===== src/rtl/usr_pkg.sv =====
// Shared encodings for the universal shift register: manual modes, FSM states,
// burst directions, per-bit select codes and the debug view of the controller.
package usr_pkg;

  localparam logic [2:0] HOLD = 3'b000;
  localparam logic [2:0] LOAD = 3'b001;
  localparam logic [2:0] SHR  = 3'b010;
  localparam logic [2:0] SHL  = 3'b011;
  localparam logic [2:0] ROR  = 3'b100;
  localparam logic [2:0] ROL  = 3'b101;
  localparam logic [2:0] CLR  = 3'b110;

  localparam logic DIR_LSB = 1'b0;
  localparam logic DIR_MSB = 1'b1;

  typedef enum logic {IDLE, SHIFT} state_e;

  // HI takes the higher-index neighbour (shift right), LO the lower (shift left).
  typedef enum logic [2:0] {SEL_HOLD, SEL_LOAD, SEL_HI, SEL_LO, SEL_ZERO} sel_e;

  typedef struct packed {
    state_e     state;
    logic       dir;
    logic [5:0] cnt;
  } usr_dbg_t;

endpackage


===== src/rtl/usr_bit_cell.sv =====
// One register bit's next-value mux: hold, load, take a neighbour, or clear.
module usr_bit_cell
  import usr_pkg::*;
(
  input  sel_e sel,
  input  logic d,
  input  logic q,
  input  logic hi_nb,
  input  logic lo_nb,
  output logic nxt
);

  always_comb begin
    nxt = q;
    case (sel)
      SEL_LOAD: nxt = d;
      SEL_HI:   nxt = hi_nb;
      SEL_LO:   nxt = lo_nb;
      SEL_ZERO: nxt = 1'b0;
      default:  nxt = q;
    endcase
  end

endmodule


===== src/rtl/univ_shift_reg.sv =====
// WIDTH-generic universal shift register with manual modes and a START-driven
// burst serialiser that shifts a loaded word out on SO over WIDTH cycles.
module univ_shift_reg
  import usr_pkg::*;
#(
  parameter int WIDTH = 8
) (
  input  logic             CLK,
  input  logic             RST,
  input  logic [WIDTH-1:0] D,
  input  logic             SI,
  input  logic [2:0]       MODE,
  input  logic             START,
  input  logic             DIR,
  output logic [WIDTH-1:0] Q,
  output logic             SO,
  output logic             BUSY,
  output logic             DONE,
  output usr_dbg_t         DBG
);

  localparam int CW = $clog2(WIDTH);

  // Handshake: START is a request taken on any edge where BUSY is low (including
  // the DONE cycle); while BUSY is high START, MODE and DIR are ignored; DONE
  // pulses for the single cycle after the last shift.

  state_e           state_q, state_d;
  logic [CW-1:0]    cnt_q, cnt_d;
  logic             dir_q, dir_d;
  logic             done_d;
  logic [WIDTH-1:0] q_d;
  sel_e             sel;
  logic             fill_hi, fill_lo;

  always_comb begin
    state_d = state_q;
    cnt_d   = cnt_q;
    dir_d   = dir_q;
    done_d  = 1'b0;
    sel     = SEL_HOLD;
    fill_hi = SI;
    fill_lo = SI;
    case (state_q)
      IDLE: begin
        if (START) begin
          sel     = SEL_LOAD;
          state_d = SHIFT;
          cnt_d   = '0;
          dir_d   = DIR;
        end else begin
          case (MODE)
            LOAD: sel = SEL_LOAD;
            SHR: begin
              sel   = SEL_HI;
              dir_d = DIR_LSB;
            end
            SHL: begin
              sel   = SEL_LO;
              dir_d = DIR_MSB;
            end
            ROR: begin
              sel     = SEL_HI;
              fill_hi = Q[0];
              dir_d   = DIR_LSB;
            end
            ROL: begin
              sel     = SEL_LO;
              fill_lo = Q[WIDTH-1];
              dir_d   = DIR_MSB;
            end
            CLR:     sel = SEL_ZERO;
            default: sel = SEL_HOLD;
          endcase
        end
      end
      SHIFT: begin
        sel = (dir_q == DIR_MSB) ? SEL_LO : SEL_HI;
        if (cnt_q == CW'(WIDTH - 1)) begin
          state_d = IDLE;
          cnt_d   = '0;
          done_d  = 1'b1;
        end else begin
          cnt_d = cnt_q + 1'b1;
        end
      end
      default: state_d = IDLE;
    endcase
  end

  for (genvar i = 0; i < WIDTH; i++) begin : g_cell
    logic hi_nb, lo_nb;
    if (i == WIDTH - 1) begin : g_hi_edge
      assign hi_nb = fill_hi;
    end else begin : g_hi_mid
      assign hi_nb = Q[i+1];
    end
    if (i == 0) begin : g_lo_edge
      assign lo_nb = fill_lo;
    end else begin : g_lo_mid
      assign lo_nb = Q[i-1];
    end
    usr_bit_cell u_cell (
      .sel   (sel),
      .d     (D[i]),
      .q     (Q[i]),
      .hi_nb (hi_nb),
      .lo_nb (lo_nb),
      .nxt   (q_d[i])
    );
  end

  always_ff @(posedge CLK or posedge RST) begin
    if (RST) begin
      state_q <= IDLE;
      cnt_q   <= '0;
      dir_q   <= DIR_LSB;
      Q       <= '0;
      DONE    <= 1'b0;
    end else begin
      state_q <= state_d;
      cnt_q   <= cnt_d;
      dir_q   <= dir_d;
      Q       <= q_d;
      DONE    <= done_d;
    end
  end

  assign BUSY = (state_q == SHIFT);
  assign SO   = (dir_q == DIR_MSB) ? Q[WIDTH-1] : Q[0];
  assign DBG  = '{state: state_q, dir: dir_q, cnt: 6'(cnt_q)};

endmodule


===== config.mk =====
export PLATFORM = sky130hd
export DESIGN_NAME = univ_shift_reg
export DESIGN_NICKNAME = d
export VERILOG_FILES = /design/src/rtl/usr_pkg.sv /design/src/rtl/usr_bit_cell.sv /design/src/rtl/univ_shift_reg.sv
export SDC_FILE = /design/constraint.sdc
export NUM_CORES = 1
export LEC_CHECK = 0
export CAP_MARGIN = 40
export CORE_ASPECT_RATIO = 0.8
export CORE_UTILIZATION = 30
export DETAILED_ROUTE_END_ITERATION = 7
export SETUP_SLACK_MARGIN = 0.15
export SYNTH_ARGS = -nofsm -noshare
export SYNTH_HDL_FRONTEND = slang
export SYNTH_SLANG_ARGS = --single-unit

===== constraint.sdc =====
create_clock -name CLK -period 1.5 [get_ports CLK]
set_input_delay 0.15 -clock CLK [delete_from_list [all_inputs] [get_ports CLK]]
set_output_delay 0.15 -clock CLK [all_outputs]
set_load 0.01 [all_outputs]

* Word-level counts from Yosys, hierarchy flattened
Index checks and enable logic that the tools add are counted.
Word-level totals: latch bits 0, input bits 16, bits in read-only memories 0, RAM bits 0, bits in registers 14, output and inout bits 19, memories kept 0, logic and storage cells 53
Operators by class: mux-type cells 29, $lt $le $gt $ge 0, $mul 0, div/mod/pow operators 0, shifts and indexed selects 0, $add $sub $neg 1, bitwise operators 1, reduce and logical (&&, ||, !) cells 5, equality and inequality tests 12
Operators with widths (number):
- 1-bit one-hot mux with 4 select lines | 8
- 3-bit == test (second input constant) | 5
- 1-bit two-way mux | 13
- 3-bit by 2-bit == test with 1-bit output (second input constant) | 4
- 3-bit one-hot mux with 2 select lines | 2
- 3-bit one-hot mux with 4 select lines | 1
- 3-bit two-way mux | 3
- 3-bit by 1-bit == test with 1-bit output (second input constant) | 2
- 1-bit one-hot mux with 2 select lines | 2
- 4-bit nonzero test | 1
- 2-bit OR reduction | 2
- 3-bit by 1-bit adder with 3-bit output (second input constant) | 1
- 3-bit nonzero test | 1
- 2-bit != test (second input constant) | 1
- 2-bit AND reduction | 1
- 1-bit inverter | 1

* Logic depth before layout (Yosys ltp)
depth in word-level cells 7, mapped depth 6, depth with buffers taken out 4

* By module
From an unflattened synthesis, not the netlist that was laid out.
Unflattened totals: cells, all modules 106, area total of the unflattened synthesis 1041.0 µm²
By module, submodules not included:
- univ_shift_reg | area each 630.6 µm², instances 1, cells each 50, sequential area each 350.3 µm²
- usr_bit_cell | area each 51.3 µm², instances 8, cells each 7, sequential area each 0.0 µm²

* Worst setup path before layout
No wires, ideal clock.
path kind register to register, start point register state_q, in the netlist BUSY, end point register Q[0], data arrival time 1.374 ns, required time 1.406 ns, path buffers 0, stages on the path, launching flop included 5, path slack 0.032 ns, library setup time 0.094 ns, period minus slack after synthesis 1.468 ns, path through dfrtp_1 > nor4b_1 > and3_2 > o21ai_1 > a211oi_1
Between the ends: word-level cells in the longest chain between the ends 4, elaborated cells on any way between the ends 9, classes of those cells 4 x eq/ne; 3 x mux; 1 x bitwise; 1 x reduce/logical
Ends and longest elaborated chain:
- from (decl) | RTL line univ_shift_reg.sv:28 | state_e state_q, state_d;
- from (signal assigned) | RTL line univ_shift_reg.sv:121 | state_q <= state_d;
- 1-bit inverter (no source line)
- 3-bit one-hot mux with 2 select lines | RTL line univ_shift_reg.sv:44 | case (state_q)
- 3-bit == test, or another cell as far along | RTL line usr_bit_cell.sv:15 | case (sel)
- 1-bit one-hot mux with 4 select lines or 4-bit nonzero test (tied branches)
- to (signal assigned) | RTL line univ_shift_reg.sv:124 | Q <= q_d;
- to (decl) | RTL line univ_shift_reg.sv:15 | output logic [WIDTH-1:0] Q,
Several ways; a longest one is shown, not always the timed one. A chain may end at the register's enable or synchronous reset.

* Worst setup path after layout
start point register state_q, in the netlist BUSY, end point register Q[7]
The elaborated chain is that of the path after synthesis.

==> impl_metrics.csv <==
group,metric,value,unit
sta,layout_min_cycle_time,1.45,ns
power_and_ir_drop,intPower,1860,uW
power_and_ir_drop,swShare,0.389,
synth,synth_top_cell_by_area,"dfrtp_1",
placed_design,hpwl,1850,um
worst_setup_path,crit_start,"BUSY",
cts,cts_tree,"done",
sta,layout_setup_ws,0.0454,ns
sta,worst_slew_pin_slew,0.557,ns
run,drv_cap,0,
route,ant_nets,0,
synth,synth-compound-area-share,0.255,
worst_setup_path,slowest_stage,"dfrtp_2",
die,core,3090,sq um
route,num_vias,938,
final_layout,antenna_cells,0,
die,ios,35,
synth,synth_seq_area_share,0.362,
cts,cts_made_buffers,3,
synth,netlist_instances,107,
route,drc,0,
synth,synth_common_cells,"buf_4, dfrtp_1, nor2_1, nand2_1, a21oi_1",
power_and_ir_drop,power_leakage,0.000742,uW
sta,setup_viol,0,
synth,synth.distinct_cells,34,
power_and_ir_drop,power_density,1910,nW/um^2
route,routed_wl,2810,um
sta,relSlewSlack,0.629,
sta,finalSetupTns,0,ns
die,die_area,3460,sq um
synth,synth_top_area_share,0.362,
worst_setup_path,rr_startpoint,"BUSY",
synth,synth_xor_area_frac,0.00906,
worst_hold_path,hp-class,"in2async",
route,drt_iter0_drc,36,
synth,synthFlopType,"dfrtp_1",
status,outcome,"complete, no violations",
sta,rsz0062_at_grt,"true",
synth,synthTopCellsByArea,"dfrtp_1, buf_4, o41ai_4, a221oi_1, nor2_1",
synth,synthSimpleGateAreaFrac,0.172,
global_route,grt_usage,0.175,
cts,htree_levels,1,
worst_setup_path,max_stage_delay,0.42,ns
power_and_ir_drop,pwr-share-seq,0.246,
placed_design,gp_congestion,0.800,
synth,synth.cell_area,967,sq um
die,start_util,0.313,
die,dieHeight,52.8,um
worst_setup_path,cp_cell_sequence,"buf_6 > buf_12 > nand2_1 > o41ai_4 > buf_4 > a221oi_2 > a21oi_1",
synth,ys_warn_count,0,
worst_setup_path,rr_worst_depth,7,
power_and_ir_drop,peakVddDrop,0.000625,V
route,via_per_inst,4.91,
global_route,grt_max_degree,15,
placed_design,place_ws,-0.365,ns
sta,min_period_over_period,0.970,
worst_setup_path,crit_path_max_fanout,6,
sta,max_freq,0.687,GHz
worst_setup_path,crit_arrival,1.58,ns
sta,clock_skew,0.000932,ns
final_layout,fin_nets,170,
die,fp.dieW,65.5,um
global_route,gr-total-overflow,0,
sta,finalMaxSlewViolations,0,
cts,cts_buffer_depth,2,
synth,ys_ff_latch,14,
synth,muxShareOfSynthArea,0.0336,
worst_setup_path,startpoint_type,"flip-flop",
cts,clkTransAtPathRegs,0.06,ns
power_and_ir_drop,p_switching,1180,uW
worst_setup_path,worstSetupPathType,"reg2reg",
cts,cts-hold-fix-buffers,0,
power_and_ir_drop,p_clk_frac,0.121,
route,post_drt_wl_per_cell,14.7,um
placed_design,place.port_buffers,31,
final_layout,drive_gt1_frac,0.371,
cts,numClockSinks,14,
final_layout,syn_to_final_growth,64.4,%
synth,synth_top_family_by_area,"compound AO/OA/AOI/OAI gates",
power_and_ir_drop,pwr-share-comb,0.633,
global_route,grt_pass1_wl,4490,um
route,first_pass_iters,4,
worst_setup_path,setup.worst_path.end_class,"flip-flop",
sta,hold_viol,0,
global_route,antenna_found_initial,0,
synth,synth_fa_ha_area_frac,0.0259,
die,rows,18,
cts,cts_root_buf,"clkbuf_8",
worst_setup_path,cp.required,1.62,ns
cts,insertion_delay,0.24,ns
synth,synth_area_per_cell,9.04,sq um
synth,synth_edf_count,0,
global_route,grt_pass1_vias,934,
synth,async_reset_ff_frac,1.00,
[flip-flops by register name (all words and copies together) (netlist names)]
register,flops
dir_q,1
BUSY,1
Q,8
DONE,1
cnt_q,3
[layout make-up]
cell class	count	area (sq um)
multi-input combinational	75	608
timing repair buffer	55	512
fill	287	1500
inverter	3	11.3
sequential	14	354
tap	40	50.0
clock buffer	4	55.1
[worst max-delay path, delay by kind of cell, from the launching register on]
family                 cells  cell delay, ns
DFF                        1            0.42
buffers and inverters      3            0.41
AOI/OAI and AO/OA          3            0.41
and+or+nand+nor            1            0.10
[through the flow]
stage | cells | total power (uW) | util | area (sq um) | hold WS (ns)
CTS | 189 | 2900 | 0.493 | 1520 | 0.269
global placement | 176 | 2270 | 0.438 | 1350 | 0.515
detailed placement | 176 | 2310 | 0.438 | 1350 | 0.530
floorplan | 109 | 1720 | - | 998 | 0.0392
global route | 191 | 3230 | 0.515 | 1590 | 0.329
finish | 191 | 3040 | 0.515 | 1590 | 0.254
[power by group through the flow]
stage	sequential (uW)	combinational [uW]	clock (uW)
after CTS	748	1780	372
after detailed placement	808	1510	0
after global placement	794	1480	0
final	748	1920	367
after global routing	777	2060	393
after floorplan	780	941	0
[routing by layer]
metal	vias to the layer above	wire length (um)	track usage
met5	-	0	0
met4	0	38	0.0978
met3	2	145	0.0326
met2	28	1320	0.275
met1	452	1310	0.225
li1	456	-	-
[kinds of logic (layout without fill, tap and decap cells)]
| family | count (synthesis) | after routing |
|---|---|---|
| simple gates | 34 | 34 |
| xor+xnor | 1 | 1 |
| compound gates | 31 | 32 |
| flops | 14 | 14 |
| buf+inv | 21 | 62 |
| mux | 3 | 3 |
| fa+ha+maj | 2 | 2 |
| other cells | 1 | 3 |
[cell usage in the layout (no fill, tap or decap), drive strengths merged, types with 4 or more instances in the layout]
cell and instances:
dlygate4sd2 10, dlymetal6s2s 4, a221oi 6, nor2 11, clkdlybuf4s50 16, nand2 10
clkbuf 5, buf 24, a21oi 7, o21ai 7, dfrtp 14
[timing repair]
item	CTS	global route
hold endpoints to repair	0	0
endpoints found under the setup margin	18	15
cloned	1	0
pin swaps	9	2
buffers inserted	8	2
resized for setup	20	17
[final timing paths]
kind                       endpoint  slack, ns
setup / recovery               Q[7]       0.05
hold / removal             cnt_q[1]       0.25
setup reg to reg               Q[7]       0.05
hold reg to reg            cnt_q[0]       0.54
max in group asynchronous      BUSY       0.85
min in group CLK           cnt_q[0]       0.54
No activity file was read; power rests on OpenSTA's default activity.
